[config.mk]
export PLATFORM = sky130hd
export DESIGN_NAME = utopia_phy_cell_src
export DESIGN_NICKNAME = d
export VERILOG_FILES = /design/src/rtl/utopia_phy_cell_src.sv
export SDC_FILE = /design/constraint.sdc
export NUM_CORES = 1
export LEC_CHECK = 0
export BUFFER_PORTS_ARGS = -buffer_cell sky130_fd_sc_hd__buf_4
export CORE_MARGIN = 1
export CORE_UTILIZATION = 35
export DETAILED_ROUTE_END_ITERATION = 12
export HOLD_SLACK_MARGIN = 0.08
export PLACE_DENSITY = 0.49
export RECOVER_POWER = 100
export SLEW_MARGIN = 5
export SYNTH_ARGS = -nofsm -noshare
export SYNTH_HDL_FRONTEND = slang
export SYNTH_SLANG_ARGS = --single-unit
[constraint.sdc]
create_clock -name clk -period 3.3 [get_ports clk]
set_input_delay 0 -clock clk [delete_from_list [all_inputs] [get_ports clk]]
set_output_delay 0 -clock clk [all_outputs]
set_load 0.02 [all_outputs]
[src/rtl/utopia_phy_cell_src.sv]
// Utopia Level 1 PHY-side cell source: buffers DEPTH cells written as a byte stream and replays
// them under the cell-level en/clav handshake. Define HEC_GEN_EN to regenerate byte 4 as the HEC.
module utopia_phy_cell_src #(
  parameter int CELL_BYTES = 53,
  parameter int DEPTH      = 2
) (
  input  logic        clk,
  input  logic        rst_n,
  input  logic        in_valid,
  input  logic        in_sop,
  input  logic [7:0]  in_data,
  output logic        in_ready,
  output logic        frame_err,
  output logic        soc,
  output logic [7:0]  data,
  output logic        clav,
  input  logic        en,
  output logic [15:0] cells_sent
);
  localparam int IDX_W  = $clog2(CELL_BYTES);
  localparam int SLOT_W = $clog2(DEPTH);
  localparam int CNT_W  = $clog2(DEPTH + 1);
  localparam int MEM_N  = DEPTH * CELL_BYTES;
  localparam int ADDR_W = $clog2(MEM_N);
  localparam logic [IDX_W-1:0] LAST_IDX = IDX_W'(CELL_BYTES - 1);

  typedef enum logic {IDLE, XFER} state_t;

  state_t            state_q, state_d;
  logic [IDX_W-1:0]  wr_idx_q, rd_idx_q, wr_pos;
  logic [SLOT_W-1:0] wr_slot_q, rd_slot_q;
  logic [CNT_W-1:0]  avail_q;
  logic [ADDR_W-1:0] wr_addr, rd_addr;
  logic [7:0]        wr_byte;
  logic [7:0]        mem [MEM_N];
  logic              wr_fire, wr_restart, wr_drop, wr_store, wr_commit;
  logic              rd_start, rd_step, rd_release;

  // Occupancy is committed cells plus the one on the wire; the slot being filled is never counted.
  assign in_ready = (int'(avail_q) + int'(state_q == XFER)) < DEPTH;

  assign wr_fire    = in_valid & in_ready;
  assign wr_restart = wr_fire & in_sop & (wr_idx_q != '0);
  assign wr_drop    = wr_fire & ~in_sop & (wr_idx_q == '0);
  assign wr_store   = wr_fire & ~wr_drop;
  assign wr_pos     = in_sop ? '0 : wr_idx_q;
  assign wr_commit  = wr_store & (wr_pos == LAST_IDX);
  assign wr_addr    = ADDR_W'(int'(wr_slot_q) * CELL_BYTES + int'(wr_pos));
  assign rd_addr    = ADDR_W'(int'(rd_slot_q) * CELL_BYTES + int'(rd_idx_q));

`ifdef HEC_GEN_EN
  logic [7:0] crc_q, crc_base;

  function automatic logic [7:0] crc8_step(input logic [7:0] crc, input logic [7:0] b);
    logic [7:0] c;
    c = crc ^ b;
    for (int i = 0; i < 8; i++) c = c[7] ? ((c << 1) ^ 8'h07) : (c << 1);
    return c;
  endfunction

  assign crc_base = (wr_pos == '0) ? 8'h00 : crc_q;
  assign wr_byte  = (wr_pos == IDX_W'(4)) ? (crc_q ^ 8'h55) : in_data;

  always_ff @(posedge clk or negedge rst_n) begin
    if (!rst_n) begin
      crc_q <= 8'h00;
    end else if (wr_store && (wr_pos < IDX_W'(4))) begin
      crc_q <= crc8_step(crc_base, in_data);
    end
  end
`else
  assign wr_byte = in_data;
`endif

  // NOTE: state registers use non-blocking assignments so every flop samples pre-edge values.
  always_ff @(posedge clk or negedge rst_n) begin
    if (!rst_n) begin
      wr_idx_q  <= '0;
      wr_slot_q <= '0;
      frame_err <= 1'b0;
    end else begin
      frame_err <= wr_restart | wr_drop;
      if (wr_store) begin
        if (wr_commit) begin
          wr_idx_q  <= '0;
          wr_slot_q <= wr_slot_q + SLOT_W'(1);
        end else begin
          wr_idx_q <= wr_pos + IDX_W'(1);
        end
      end
    end
  end

  // NOTE: the cell buffer is not reset; stale bytes are unreachable until a slot is recommitted.
  always_ff @(posedge clk) begin
    if (wr_store) mem[wr_addr] <= wr_byte;
  end

  // NOTE: every always_comb output gets a default first so no path can infer a latch.
  always_comb begin
    state_d  = state_q;
    rd_start = 1'b0;
    rd_step  = 1'b0;
    case (state_q)
      IDLE: begin
        if (!en && (avail_q != '0)) begin
          rd_start = 1'b1;
          state_d  = XFER;
        end
      end
      XFER: begin
        if (!en) begin
          rd_step = 1'b1;
          if (rd_idx_q == LAST_IDX) state_d = IDLE;
        end
      end
      default: state_d = IDLE;
    endcase
  end

  assign rd_release = rd_step & (rd_idx_q == LAST_IDX);

  always_ff @(posedge clk or negedge rst_n) begin
    if (!rst_n) begin
      state_q    <= IDLE;
      rd_idx_q   <= '0;
      rd_slot_q  <= '0;
      avail_q    <= '0;
      soc        <= 1'b0;
      data       <= 8'h00;
      clav       <= 1'b0;
      cells_sent <= 16'd0;
    end else begin
      state_q <= state_d;
      clav    <= (avail_q != '0);
      soc     <= rd_start;
      if (rd_start || rd_step) data <= mem[rd_addr];

      if (rd_start) begin
        rd_idx_q <= IDX_W'(1);
      end else if (rd_release) begin
        rd_idx_q   <= '0;
        rd_slot_q  <= rd_slot_q + SLOT_W'(1);
        cells_sent <= cells_sent + 16'd1;
      end else if (rd_step) begin
        rd_idx_q <= rd_idx_q + IDX_W'(1);
      end

      // A commit and a start on the same edge cancel out.
      case ({wr_commit, rd_start})
        2'b10:   avail_q <= avail_q + CNT_W'(1);
        2'b01:   avail_q <= avail_q - CNT_W'(1);
        default: avail_q <= avail_q;
      endcase
    end
  end

endmodule

Yosys cells after proc, flatten, opt, wreduce, memory -nomap -nowiden
Memories as Yosys holds them, arrays and structs flattened. A register that Yosys moved wholly into a read port is not among the register bits.
Cells that the tools add are included.
{"block": "word_totals", "register_bits": 36, "ramBits": 848, "inputBits": 13, "out_inout_bits": 28, "mem_count": 1}
{"block": "classes", "n_addsub": 10, "n_mul": 2, "order_cmp": 1, "n_eq_ne": 4, "n_mux": 15, "bitwise_logic": 13, "n_reduce_logical": 11}
{"name": "mem", "depth": 106, "width": 8, "rd": 1, "rd_clocked_by_memory_dff": 1, "write_ports": 1, "line": "35", "text": "logic [7:0] mem [MEM_N];"}
{"cell": "$mux 6", "count": 5}
{"cell": "$add 16x1->16 const B", "count": 1}
{"cell": "$add 7x6->7", "count": 2}
{"cell": "$mul 1x6->7 const B", "count": 2}
{"cell": "$add 6x1->6 const B", "count": 2}
{"cell": "$eq 6x6->1 const B", "count": 2}
{"cell": "$and 1x1->1", "count": 8}
{"cell": "$mux 1", "count": 8}
{"cell": "$logic_not 6->1", "count": 1}
{"cell": "$reduce_bool 6->1", "count": 1}
{"cell": "$not 1->1", "count": 4}
{"cell": "$pmux 2 s2", "count": 1}
{"cell": "$reduce_and 2->1", "count": 2}
{"cell": "$reduce_bool 2->1", "count": 2}
{"cell": "$add 2x1->3", "count": 1}
{"cell": "$lt 3x2->1 const B", "count": 1}
{"cell": "$reduce_bool 3->1", "count": 1}
{"cell": "$add 1x1->1 const B", "count": 2}
{"cell": "$add 2x1->2 const B", "count": 1}
{"cell": "$eq 2x1->1 const B", "count": 1}
{"cell": "$eq 2x2->1 const B", "count": 1}
{"cell": "$logic_not 1->1", "count": 2}
{"cell": "$pmux 1 s2", "count": 1}
{"cell": "$sub 2x1->2 const B", "count": 1}
{"cell": "other kinds (3)", "count": 3}

Longest topological paths before layout
Gate-level depths: netlist (run 1).
{"block": "depth", "ltp_word": 10, "depth_mapped": 12}

Least setup slack after synthesis (run 1)
Ideal clock, no wire load.
{"block": "synth_path", "kind": "flip-flop to flip-flop", "start": "reg rd_idx_q[0]", "end": "reg data[7] (read register of mem)", "arrival_time_ns": 2.751, "slack_ns": 0.404, "path_stages_with_launch": 12, "path_buffers": 3, "period_less_slack_ns": 2.896, "cell_sequence": "dfrtp_1 -> ha_1 -> ha_1 -> buf_2 -> buf_2 -> buf_1 -> mux4_2 -> mux4_2 -> nand2_1 -> a21oi_1 -> a21oi_1 -> a31oi_1"}
{"block": "synth_between", "elab_chain_cells": 1}
{"item": "start: declaration", "line": "30", "text": "logic [IDX_W-1:0] wr_idx_q, rd_idx_q, wr_pos;"}
{"item": "start signal: assignment", "line": "146", "text": "rd_idx_q <= rd_idx_q + IDX_W'(1);"}
{"item": "$add 7x6->7", "line": "49", "text": "assign rd_addr = ADDR_W'(int'(rd_slot_q) * CELL_BYTES + int'(rd_idx_q));"}
{"item": "end: declaration", "line": "15", "text": "output logic [7:0] data,"}
Every way passes these cells.
A chain may end at the register's enable or synchronous reset.

Worst setup path after layout (run 1)
{"block": "layout_path", "start": "reg rd_slot_q", "end": "reg data[4] (read register of mem)"}
{"block": "layout_between", "elab_chain_cells": 2}
{"item": "start: declaration", "line": "31", "text": "logic [SLOT_W-1:0] wr_slot_q, rd_slot_q;"}
{"item": "start signal: assignment", "line": "143", "text": "rd_slot_q <= rd_slot_q + SLOT_W'(1);"}
{"item": "$mul 1x6->7", "line": "49"}
{"item": "$add 7x6->7", "line": "49"}
Every way passes these cells.

==> metrics.log, run 1 <==
[metrics] post-detailed-route DRC marker count: 0
[metrics] IR drop worst, VDD: roughly 430 uV
[metrics] post-CTS clock slew at the launch and capture registers of the worst setup and hold paths: 60 ps
[metrics] Post-Synthesis Cells: about 1700
[metrics] count of input and output buffers: 40
[metrics] via count: 17480
[metrics] kind of start point of the critical path: flop
[metrics] Crit. End Element: flop
[metrics] #FFs+latches synth: 892
[metrics] maximum buffer depth of the clock tree: 3
[metrics] portion of netlist area occupied by mux cells: 0.1707
[metrics] Setup Skew: 17.86 ps
[metrics] sequential fraction of design power: 0.435
[metrics] Syn-to-layout area delta: 17.54%
[metrics] adder and majority cell fraction of the synthesized area: 0.004946
[metrics] wire length of the first global-routing pass: 129.3 mm
[metrics] proportion of power drawn by the clock network: 0.359
[metrics] max-cap violations: 8
[metrics] grt ovf: 0
[metrics] part of the total power dissipated in combinational logic: 0.206
[metrics] most frequent standard cell in the layout excluding fill and tap cells: sky130_fd_sc_hd__edfxtp_1
[metrics] fin crit period: 3207 ps
[metrics] final std cells w/o fill: 3358
[metrics] Hold Fails Final Rpt: 0
[metrics] crit path max fanout: 17
[metrics] IO Pins: 41
[metrics] Primary FF master, synth: sky130_fd_sc_hd__edfxtp_1
[metrics] Internal Dissipation: 21.69 mW
[metrics] Starting Density: 0.3537
[metrics] fmax: roughly 0.31 GHz
[metrics] xor/xnor cell area share of the yosys netlist: 0.008584
[metrics] gp weighted congestion: 0.8020
[metrics] vias in the first global route: 18370
[metrics] cell taking the most area after synthesis: sky130_fd_sc_hd__edfxtp_1
[metrics] detailed placer's ending HPWL: 54.81 mm
[metrics] worst setup path category: reg -> reg
[metrics] antenna diode count: 0
[metrics] post-synthesis share of cell area spent on and, or, nand and nor gates: 0.03497
[metrics] synth top area cells: sky130_fd_sc_hd__edfxtp_1 72%, sky130_fd_sc_hd__mux4_2 16%, sky130_fd_sc_hd__dfrtp_1 3.1%
[metrics] Finish-stage setup viols: 0
[metrics] failing checks: max-capacitance violations, max-slew violations
[metrics] width of the chip: around 320 um
[metrics] area share of the leading cell type in the synthesized netlist: 0.7190
[metrics] via/cell ratio: 5.204
[metrics] Least-Margin Pin Slew: 2266 ps
[metrics] synthesized area: 0.03542 sq mm
[metrics] Synth Area in Compound Gates: 0.01671
[metrics] TritonCTS buffer count: 95
[metrics] ratio of final minimum period to clock period: 0.9717
[metrics] fraction of layout cells with a size suffix above 1: 0.2922
[metrics] largest net degree at the start of global routing: 103
[metrics] Worst EP required: 3790 ps
[metrics] Post-CTS Setup Inserts: 0
[metrics] H-tree depth: 3
[metrics] warning count from the yosys run: 0
[metrics] Setup TNS Final: 0 ps
[metrics] Sw Ratio: 0.2659
[metrics] FILL cells: slightly below 9000
[metrics] y dimension of the die: 320.1 um
[metrics] final routed wire length divided by cell count: 25.88 um
[metrics] # clock sinks: 892
[metrics] max-slew violation count: ~600
[metrics] Power Density: 709.8 mW/mm^2
[metrics] clock insertion delay at the later pin of the skew report: around 650 ps
[metrics] residual antenna-violating net count after detailed routing: 0
[metrics] reported net switching power: roughly 7.9 mW
[metrics] global router's overall resource usage: 0.1727
[metrics] syn avg cell area: 20.82 sq um
[metrics] 1st-pass router iterations: 5
[metrics] RSZ-0062 raised after global routing: no
[metrics] total leakage power: 13.50 nW
[metrics] die area: 0.1025 sq mm
[metrics] antenna violations before repair: 1
[metrics] Post-synth EDFFs: 848
[metrics] arrival time at the worst endpoint: around 3700 ps
[metrics] largest family of logic cells by synthesized area: multiplexers
[metrics] class of the worst hold path: in -> reg
[metrics] Slew headroom: -0.5110
[metrics] Rows: 116
[metrics] core box area: about 0.1 sq mm
[metrics] number of design-rule violations left by the first detailed-router iteration: 1409
[metrics] post-placement cell count: 3168
[metrics] distinct cell type count after synthesis: 51
[metrics] library cell used as clock root buffer: sky130_fd_sc_hd__clkbuf_16
[metrics] drt total wl: 86.90 mm
[metrics] nets: 2008
[metrics] outcome: finished, violations left
[metrics] most frequent cells in the layout: 848 x sky130_fd_sc_hd__edfxtp_1, 248 x sky130_fd_sc_hd__mux4_2, 136 x sky130_fd_sc_hd__nor2_1
[metrics] TritonCTS clock tree: yes
[metrics] async set-reset flop share out of synthesis: 0.04933
[metrics] sequential area share after synthesis: 0.7501
[metrics] total nets after synthesis: 1728
worst max-delay path, cell delays in order (launching register included):
cell                      delay (ps)
sky130_fd_sc_hd__dfrtp_1         460
sky130_fd_sc_hd__ha_1            420
sky130_fd_sc_hd__xnor2_4         370
sky130_fd_sc_hd__buf_12          250
sky130_fd_sc_hd__mux4_2          340
sky130_fd_sc_hd__mux2i_1         250
sky130_fd_sc_hd__buf_4           160
sky130_fd_sc_hd__mux2i_1         130
sky130_fd_sc_hd__mux2i_1         330
sky130_fd_sc_hd__mux2_2          240
sky130_fd_sc_hd__a21oi_1          70
sequential cells by signal, summed over array words and instances, names as in the netlist:
signal      cells
avail_q         2
cells_sent     16
clav            1
data            8
frame_err       1
mem           848
rd_idx_q        6
rd_slot_q       1
soc             1
state_q         1
wr_idx_q        6
wr_slot_q       1
kinds of logic after synthesis:
family                     Yosys count
DFF                                892
muxes                              293
and+or+nand+nor                    284
AOI/OAI and AO/OA                   93
buffers and inverters               92
xor gates and xnor gates            33
adders and majority gates           14
per-stage QoR:
step	area, sq um	setup WS (ps)	total power [mW]	utilization	hold slack (ps)
after floorplan	35420	404.4	16.73	-	-295.6
after global placement	38770	47.98	19.30	0.3871	43.52
after detailed placement	38770	50.40	19.32	0.3871	55.03
after CTS	42020	18.32	30.00	0.4195	113.1
after global routing	41630	2.644	30.63	0.4157	170.9
final	41630	93.27	29.55	0.4157	169.0
timing repair:
action                                  in CTS  in global routing
gates resized for setup                      0                  3
hold endpoints to repair                   329                  0
hold buffers                                13                  0
endpoints found under the setup margin       0                 12
cell type report:
class                      instances  area (sq um)  area share
inverter                          10         37.54   0.0009016
tap                             1298          1624     0.03901
multi-input combinational        717          8413      0.2021
timing repair buffer             265          1889     0.04538
clock buffer                     123          2586     0.06212
sequential                       892         26570      0.6381
clock inverter                    53         515.5     0.01238
layer usage:
| metal | track usage | vias up | part of all wire |
|---|---|---|---|
| met5 | 0 | - | 0 |
| met4 | 0.03860 | 0 | 0.018 |
| met3 | 0.02703 | 109 | 0.044 |
| met2 | 0.2823 | 388 | 0.49 |
| met1 | 0.2436 | 9415 | 0.44 |
| li1 | - | 7563 | - |
Yosys cell counts, drive strengths merged (10+ instances only):
cell type / number
dfrtp: 44
mux4: 248
ha: 14
nand3: 14
nand2: 77
nand2b: 13
o21ai: 21
xor2: 13
edfxtp: 848
a21oi: 27
buf: 57
mux2i: 36
inv: 10
nor2: 136
clkbuf: 25
xnor2: 20
worst paths after layout:
path	startpoint	end	slack (ps)	cells after the start
setup / recovery	rd_slot_q	data[4]	90	10
hold / removal	en	soc	170	3
setup reg to reg	rd_slot_q	data[4]	90	10
hold reg to reg	cells_sent[15]	cells_sent[15]	470	1
max in group asynchronous	rst_n	data[4]	840	4
min in group asynchronous	rst_n	cells_sent[9]	1250	4
power groups by stage:
| stage | clock network, mW | logic [mW] | registers, mW |
|---|---|---|---|
| finish | 10.6 | 6.09 | 12.9 |
| global route | 11.3 | 6.49 | 12.9 |
| CTS | 10.9 | 6.30 | 12.8 |
| global placement | 0 | 6.24 | 13.1 |
| detailed placement | 0 | 6.26 | 13.1 |
| floorplan | 0 | 3.79 | 12.9 |
No activity file was read; power rests on OpenSTA's default activity.
==> inputs of run 2 (changes only) <==
- CELL_PAD_IN_SITES_DETAIL_PLACEMENT: not set -> 0
- CELL_PAD_IN_SITES_GLOBAL_PLACEMENT: not set -> 1
- CORE_UTILIZATION: 35 -> 45
- PLACE_DENSITY: 0.49 -> 0.73
==> run 2 against run 1 <==
Compared with the run above:
- the flow still finishes with violations (max-capacitance violations, max-slew violations)
- worst hold slack got worse by 8.2 ps
- power is 1.3% lower
- sequential share of layout area grew 0.47 points
- combinational power about the same
- clock skew about the same
- final area is 0.72% lower
- critical path depth is 7 lower
- highest routed layer is now met5
- clock-buffer cell count shrank 7
- first-iteration DRC count grew 18%
==> metrics.log, run 2 (same netlist as run 1, synthesis figures left out) <==
[metrics] register with the most flip-flops: mem
[metrics] most frequent cells in the layout: 848 x sky130_fd_sc_hd__edfxtp_1, 248 x sky130_fd_sc_hd__mux4_2, 170 x sky130_fd_sc_hd__buf_4
[metrics] largest net degree at the start of global routing: 97 (-5.8%)
[metrics] post-detailed-route DRC marker count: 0 (unchanged)
[metrics] CP cell instances: dlygate4sd3_1 > clkbuf_1 > clkbuf_4
[metrics] Slew headroom: -1.098 (-0.5869)
[metrics] sequential fraction of design power: 0.439 (+0.004)
[metrics] grt ovf: 0 (unchanged)
[metrics] max-slew violation count: 570 (-5.5%)
[metrics] vias in the first global route: 18180 (-1.0%)
[metrics] count of input and output buffers: 40 (unchanged)
[metrics] Placement Setup Slack: 45.01 ps (-5.395 ps)
[metrics] class of the worst hold path: in -> reg
[metrics] most frequent standard cell in the layout excluding fill and tap cells: sky130_fd_sc_hd__edfxtp_1
[metrics] via/cell ratio: 5.699 (+9.5%)
[metrics] flip-flop count of the largest register after layout: 848 (unchanged)
[metrics] drt total wl: 82.65 mm (-4.9%)
[metrics] area post-placement: 0.03832 sq mm (-1.2%)
[metrics] Worst EP required: 3720 ps (-70 ps)
[metrics] y dimension of the die: 282.5 um (-12%)
[metrics] Sw Ratio: 0.2658 (about the same)
[metrics] nets: 1993 (-0.75%)
[metrics] Starting Density: 0.4557 (+0.1020)
[metrics] outcome: finished, violations left
[metrics] crit path max fanout: 58 (+41)
[metrics] TritonCTS clock tree: yes
[metrics] FILL cells: 5948 (-33%)
[metrics] Setup Skew: 17.83 ps (-0.02850 ps)
[metrics] proportion of power drawn by the clock network: 0.352 (-0.007)
[metrics] failing checks: max-capacitance violations, max-slew violations
[metrics] kind of start point of the critical path: input port
[metrics] # clock sinks: 892 (unchanged)
[metrics] Syn-to-layout area delta: 16.70%
[metrics] Rows: 102 (-12%)
[metrics] fmax: 0.3146 GHz (+0.88%)
[metrics] Crit. End Element: flop
[metrics] total power: 29.16 mW (-1.3%)
[metrics] post-CTS clock slew at the launch and capture registers of the worst setup and hold paths: 50 ps (about the same)
[metrics] wire length of the first global-routing pass: 121.6 mm (-6.0%)
[metrics] arrival time at the worst endpoint: 3600 ps (-100 ps)
[metrics] total leakage power: 13.46 nW (-0.32%)
[metrics] IR drop worst, VDD: 393.1 uV (-7.6%)
[metrics] 1st-pass router iterations: 5 (unchanged)
[metrics] RSZ-0062 raised after global routing: yes
[metrics] final routed wire length divided by cell count: 26.84 um (+3.7%)
[metrics] Least-Margin Pin Slew: 3147 ps (+880.3 ps)
[metrics] gp weighted congestion: 0.8489 (+5.8%)
[metrics] fin crit period: 3179 ps (-28.02 ps)
[metrics] part of the total power dissipated in combinational logic: 0.209 (+0.003)
[metrics] residual antenna-violating net count after detailed routing: 0 (unchanged)
[metrics] reported net switching power: 7.752 mW (-1.3%)
[metrics] IO Pins: 41 (unchanged)
[metrics] Power Density: 705.6 mW/mm^2 (-0.58%)
[metrics] die area: 0.07983 sq mm (-22%)
[metrics] global router's overall resource usage: 0.2125 (+0.03988)
[metrics] Post-CTS Setup Inserts: 0 (unchanged)
[metrics] Finish-stage setup viols: 0 (unchanged)
[metrics] Crit-path slowest cell: sky130_fd_sc_hd__clkbuf_1
[metrics] antenna diode count: 0 (unchanged)
[metrics] fraction of layout cells with a size suffix above 1: 0.2987 (+0.006443)
[metrics] PnR worst setup slack: 121.3 ps (+28.02 ps)
[metrics] TritonCTS buffer count: 90 (-5.3%)
[metrics] biggest regs: mem: 848 flops, cells_sent: 16 flops, data: 8 flops
[metrics] H-tree depth: 3 (unchanged)
[metrics] number of cells traversed by the worst register-to-register path: 10 (unchanged)
[metrics] worst setup path category: in -> reg
[metrics] width of the chip: 282.5 um (-12%)
[metrics] instance count along the most critical hold path: 3 (unchanged)
[metrics] Setup TNS Final: 0 ps (unchanged)
[metrics] clock insertion delay at the later pin of the skew report: 650 ps (about the same)
[metrics] Internal Dissipation: 21.41 mW (-1.3%)
[metrics] max-cap violations: 9 (+1)
[metrics] ratio of final minimum period to clock period: 0.9632 (-0.008490)
[metrics] maximum buffer depth of the clock tree: 3 (unchanged)
[metrics] library cell used as clock root buffer: sky130_fd_sc_hd__clkbuf_16
[metrics] smallest hold slack: 160.8 ps (-8.236 ps)
[metrics] Hold Fails Final Rpt: 0 (unchanged)
[metrics] detailed placer's ending HPWL: 52.22 mm (-4.7%)
[metrics] Post-Layout Inst Area: 0.04133 sq mm (-0.72%)
[metrics] largest incremental delay on the critical path: 2210 ps (+1750 ps)
[metrics] number of design-rule violations left by the first detailed-router iteration: 1666 (+18%)
[metrics] antenna violations before repair: 3 (+2)
[metrics] core box area: 0.07772 sq mm (-22%)
[metrics] via count: 17550 (+0.42%)
==> run 2: final timing paths <==
check	end	start	slack (ps)
worst min register to register	cells_sent[15]	cells_sent[15]	490
worst min-delay path	soc	en	160
min in group asynchronous	cells_sent[7]	rst_n	1330
worst max-delay path	mem[104][1]	in_data[1]	120
worst max register to register	data[4]	rd_slot_q	140
max in group asynchronous	rd_idx_q[0]	rst_n	620
==> run 2: what timing repair did <==
item                                    4_1_cts  5_1_grt
resized for setup                             0       14
endpoints found under the setup margin        0      823
hold endpoints to repair                    318        0
hold buffers                                 13        0
==> run 2: worst max-delay path, delay by kind of cell <==
kind                   cells  cell delay [ps]
buffers and inverters      3             3540
==> run 2: metrics by stage <==
step	utilization	instances
2_1_floorplan	-	1701
3_3_place_gp	0.4930	2900
3_5_place_dp	0.4930	2900
4_1_cts	0.5333	3078
5_1_grt	0.5318	3079
6_report	0.5318	3079
==> run 2: area by class of cell <==
type / instances / area (sq um) / share of cell area
well taps: 1040 / 1301 / 0.03148
clock buffers: 116 / 2442 / 0.05909
flip-flops and latches: 892 / 26570 / 0.6428
clock inverters: 49 / 544.3 / 0.01317
repair buffers: 255 / 2003 / 0.04847
inverters: 10 / 37.54 / 0.0009082
multi-input cells: 717 / 8436 / 0.2041
==> run 2: power by group through the flow <==
stage	sequential (mW)	clock [mW]	combinational, mW
after floorplan	12.9	0	3.79
after global placement	13.0	0	6.05
after detailed placement	13.0	0	6.10
after CTS	12.8	10.4	6.14
after global routing	12.8	10.9	6.41
final	12.8	10.3	6.08
==> run 2: metal layers <==
layer,global-route usage,wire [um]
met1,0.2851,33400
met2,0.3485,41180
met3,0.03973,5433
met4,0.07637,2605
met5,0,27
==> inputs of run 3 (changes only) <==
- ABC_AREA: not set -> 1
- PLACE_DENSITY: 0.73 -> 0.78
==> run 3 against run 2 <==
Compared with the run above:
- the flow still finishes with violations (max-capacitance violations, max-slew violations)
- power up 41%
- clock skew up 15 ps
- sequential share of layout area down 2.2 points
- clock power about the same
- largest cell class unchanged
==> metrics.log, run 3 <==
[metrics] IR drop worst, VDD: 1545 uV (+290%)
[metrics] synth top area cells: sky130_fd_sc_hd__edfxtp_1 68%, sky130_fd_sc_hd__nand2_1 7.3%, sky130_fd_sc_hd__nand3_1 6.6%
[metrics] cell taking the most area after synthesis: sky130_fd_sc_hd__edfxtp_1
[metrics] total nets after synthesis: 3446 (+99%)
[metrics] post-route core utilization: 0.5191 (-0.01268)
[metrics] area of the multi-input gates: 0.009453 sq mm (+12%)
[metrics] class of the worst hold path: in -> reg
[metrics] fraction of layout cells with a size suffix above 1: 0.07775 (-0.2209)
[metrics] largest net degree at the start of global routing: 124 (+28%)
[metrics] part of the total power dissipated in combinational logic: 0.433 (+0.224)
[metrics] cell type group with the largest total delay on the critical path: simple AND/OR/NAND/NOR gates
[metrics] core box area: 0.08237 sq mm (+6.0%)
[metrics] proportion of power drawn by the clock network: 0.254 (-0.098)
[metrics] register with the most flip-flops: mem
[metrics] sum of buffers and inverters on the critical path: 2 (-1)
[metrics] residual antenna-violating net count after detailed routing: 0 (unchanged)
[metrics] via count: 25360 (+45%)
[metrics] fin crit period: 3051 ps (-127.3 ps)
[metrics] post-detailed-route DRC marker count: 0 (unchanged)
[metrics] Least-Margin Pin Slew: 3099 ps (-48.27 ps)
[metrics] reported net switching power: 17.11 mW (+120%)
[metrics] detailed placer's ending HPWL: 57.20 mm (+9.5%)
[metrics] Crit. End Element: flop
[metrics] Setup Skew: 33.20 ps (+15.37 ps)
[metrics] most frequent standard cell in the layout excluding fill and tap cells: sky130_fd_sc_hd__edfxtp_1
[metrics] TritonCTS clock tree: yes
[metrics] post-CTS clock slew at the launch and capture registers of the worst setup and hold paths: 60 ps (about the same)
[metrics] Starting Density: 0.4561 (about the same)
[metrics] antenna violations before repair: 3 (unchanged)
[metrics] Sw Ratio: 0.4160 (+0.1502)
[metrics] met2 Use GR: 0.3645 (+0.01591)
[metrics] grt ovf: 0 (unchanged)
[metrics] FILL cells: 7129 (+20%)
[metrics] Finish-stage setup viols: 0 (unchanged)
[metrics] outcome: finished, violations left
[metrics] IO Pins: 41 (unchanged)
[metrics] via/cell ratio: 5.399 (-5.3%)
[metrics] Setup TNS Final: 0 ps (unchanged)
[metrics] # clock sinks: 892 (unchanged)
[metrics] #FFs+latches synth: 892 (unchanged)
[metrics] arrival time at the worst endpoint: 3580 ps (-20 ps)
[metrics] biggest regs: mem: 848 flops, cells_sent: 16 flops, data: 8 flops
[metrics] final routed wire length divided by cell count: 20.88 um (-22%)
[metrics] gp weighted congestion: 0.8231 (-3.0%)
[metrics] number of design-rule violations left by the first detailed-router iteration: 2805 (+68%)
[metrics] failing checks: max-capacitance violations, max-slew violations
[metrics] fmax: 0.3277 GHz (+4.2%)
[metrics] met1 routing resource usage after global routing: 0.3390 (+0.05390)
[metrics] total leakage power: 15.86 nW (+18%)
[metrics] Slew headroom: -1.066 (+0.03218)
[metrics] 1st-pass router iterations: 5 (unchanged)
[metrics] largest incremental delay on the critical path: 580 ps (-1630 ps)
[metrics] crit path max fanout: 88 (+52%)
[metrics] kind of start point of the critical path: flop
[metrics] global router's overall resource usage: 0.2328 (+0.02029)
[metrics] Hold Fails Final Rpt: 0 (unchanged)
[metrics] met3 track utilization from global routing: 0.03772 (-0.002011)
[metrics] area share of the leading cell type in the synthesized netlist: 0.6778 (-0.04114)
[metrics] Rows: 105 (+2.9%)
[metrics] count of cells resized by post-cts repair: 0 (unchanged)
[metrics] Internal Dissipation: 24.02 mW (+12%)
[metrics] Power Density: 962.0 mW/mm^2 (+36%)
[metrics] most frequent cells in the layout: 848 x sky130_fd_sc_hd__edfxtp_1, 734 x sky130_fd_sc_hd__nand2_1, 519 x sky130_fd_sc_hd__nor2_1
[metrics] nets: 3577 (+79%)
[metrics] die area: 0.08464 sq mm (+6.0%)
[metrics] global routing's busiest layer: met2
[metrics] drt total wl: 98.07 mm (+19%)
[metrics] sequential fraction of design power: 0.312 (-0.127)
[metrics] CP cell instances: ha_4 > inv_6 > buf_6 > nand2_1 > nand3_1 > nand3_1 > nand3_1 > nand3_1 > nand3_1 > nand3_1 > nand2_1 > nand2_1
[metrics] sequential area share after synthesis: 0.7071 (-0.04292)
[metrics] distinct cell type count after synthesis: 32 (-37%)
[metrics] async set-reset flop share out of synthesis: 0.04933 (unchanged)
[metrics] most frequent CP cell: sky130_fd_sc_hd__nand3_1
[metrics] Primary FF master, synth: sky130_fd_sc_hd__edfxtp_1
[metrics] count of input and output buffers: 40 (unchanged)
[metrics] Syn-to-layout area delta: 13.82%
[metrics] antenna diode count: 0 (unchanged)
[metrics] y dimension of the die: 290.9 um (+3.0%)
[metrics] width of the chip: 290.9 um (+3.0%)
[metrics] RSZ-0062 raised after global routing: no
[metrics] clock insertion delay at the later pin of the skew report: 660 ps (about the same)
[metrics] Post-Synthesis Cells: 3419 (+100%)
[metrics] TritonCTS buffer count: 90 (unchanged)
[metrics] syn avg cell area: 10.99 sq um (-47%)
[metrics] max-slew violation count: 597 (+4.7%)
[metrics] max-cap violations: 9 (unchanged)
[metrics] library cell used as clock root buffer: sky130_fd_sc_hd__clkbuf_16
[metrics] most frequent cell after synthesis: sky130_fd_sc_hd__edfxtp_1
[metrics] ratio of final minimum period to clock period: 0.9247 (-0.03858)
[metrics] H-tree depth: 3 (unchanged)
[metrics] top cells by instance count after synthesis: 848 x sky130_fd_sc_hd__edfxtp_1, 726 x sky130_fd_sc_hd__nand2_1, 517 x sky130_fd_sc_hd__nor2_1, 495 x sky130_fd_sc_hd__nand3_1, 226 x sky130_fd_sc_hd__o21ai_0
[metrics] wire length of the first global-routing pass: 149.7 mm (+23%)
[metrics] warning count from the yosys run: 0 (unchanged)
[metrics] vias in the first global route: 24250 (+33%)
[metrics] maximum buffer depth of the clock tree: 3 (unchanged)
[metrics] area of all sequential standard cells: 0.02657 sq mm (about the same)
[metrics] Worst EP required: 3820 ps (+100 ps)
[metrics] worst setup path category: reg -> reg
[metrics] Post-synth EDFFs: 848 (unchanged)
[metrics] flip-flop count of the largest register after layout: 848 (unchanged)
[metrics] synthesized area: 0.03757 sq mm (+6.1%)
[metrics] Crit-path slowest cell: sky130_fd_sc_hd__inv_6
run 3: changes by cell type in the layout (fill, tap and decap cells not counted), sizes merged, moves of 11 or more:
cell	before	now
nand3	14	495
clkbuf	170	259
nand2	77	740
nor3	4	51
buf	188	76
mux4	248	0
xnor2	20	9
mux2i	36	0
nand2b	13	0
nor2	136	521
inv	11	204
o21ai	21	228
run 3: worst reg2reg max path: cells and delay by family (launching register included):
family | cells | cell delay (ps)
buffers and inverters | 2 | 1060
adders and majority gates | 1 | 340
and+or+nand+nor | 9 | 1090
DFF | 1 | 450
run 3: cell families after synthesis:
family / count (synthesis) / synth area share
buf+inv: 396 / 0.04213
fa+ha+maj: 14 / 0.004663
flops: 892 / 0.7071
simple gates: 1822 / 0.2025
compound gates: 265 / 0.03640
xor+xnor: 30 / 0.007194
run 3: through the flow:
step           cells  worst slack (ps)  total power [mW]  hold slack [ps]  cell area, sq um
2_1_floorplan   3419             617.2             24.25           -295.6             37570
3_3_place_gp    4513             509.5             30.84            49.03             40100
3_5_place_dp    4513             482.1             30.90            45.79             40100
6_report        4697             248.6             41.13            230.9             42760
4_1_cts         4697             468.8             41.36            81.24             43310
5_1_grt         4697             109.6             43.46            234.5             42760
run 3: power groups by stage:
| stage | logic [mW] | clock network [mW] | registers [mW] |
|---|---|---|---|
| 6_report | 17.8 | 10.5 | 12.8 |
| 5_1_grt | 19.6 | 11.0 | 12.9 |
| 4_1_cts | 17.9 | 10.6 | 12.8 |
| 3_5_place_dp | 17.8 | 0 | 13.1 |
| 3_3_place_gp | 17.8 | 0 | 13.1 |
| 2_1_floorplan | 11.2 | 0 | 13.0 |
run 3: repair_timing:
action	in CTS	in global routing
hold buffers	15	0
hold endpoints to repair	492	0
setup buffers	0	0
run 3: path summary, 6_finish.rpt:
| path | from | to | slack [ps] | depth (start not counted) |
|---|---|---|---|---|
| max in group asynchronous | rst_n | data[6] | 660 | 4 |
| worst max register to register | rd_idx_q[0] | data[6] | 250 | 12 |
| worst max-delay path | rd_idx_q[0] | data[6] | 250 | 12 |
| min in group asynchronous | rst_n | cells_sent[15] | 1350 | 4 |
| worst min register to register | cells_sent[15] | cells_sent[15] | 470 | 1 |
| worst min-delay path | en | state_q | 230 | 5 |
run 3: metal layers:
layer,part of all wire,routed length (um)
met2,0.46,45430
met1,0.45,44030
met4,0.021,2069
met5,0,0
met3,0.067,6532
run 3: area by class of cell:
cell class | instances | area share
flip-flops and latches | 892 | 0.6213
multi-input cells | 2131 | 0.2211
clock buffers | 117 | 0.05644
repair buffers | 233 | 0.03731
well taps | 1070 | 0.03131
inverters | 202 | 0.01797
clock inverters | 52 | 0.01463
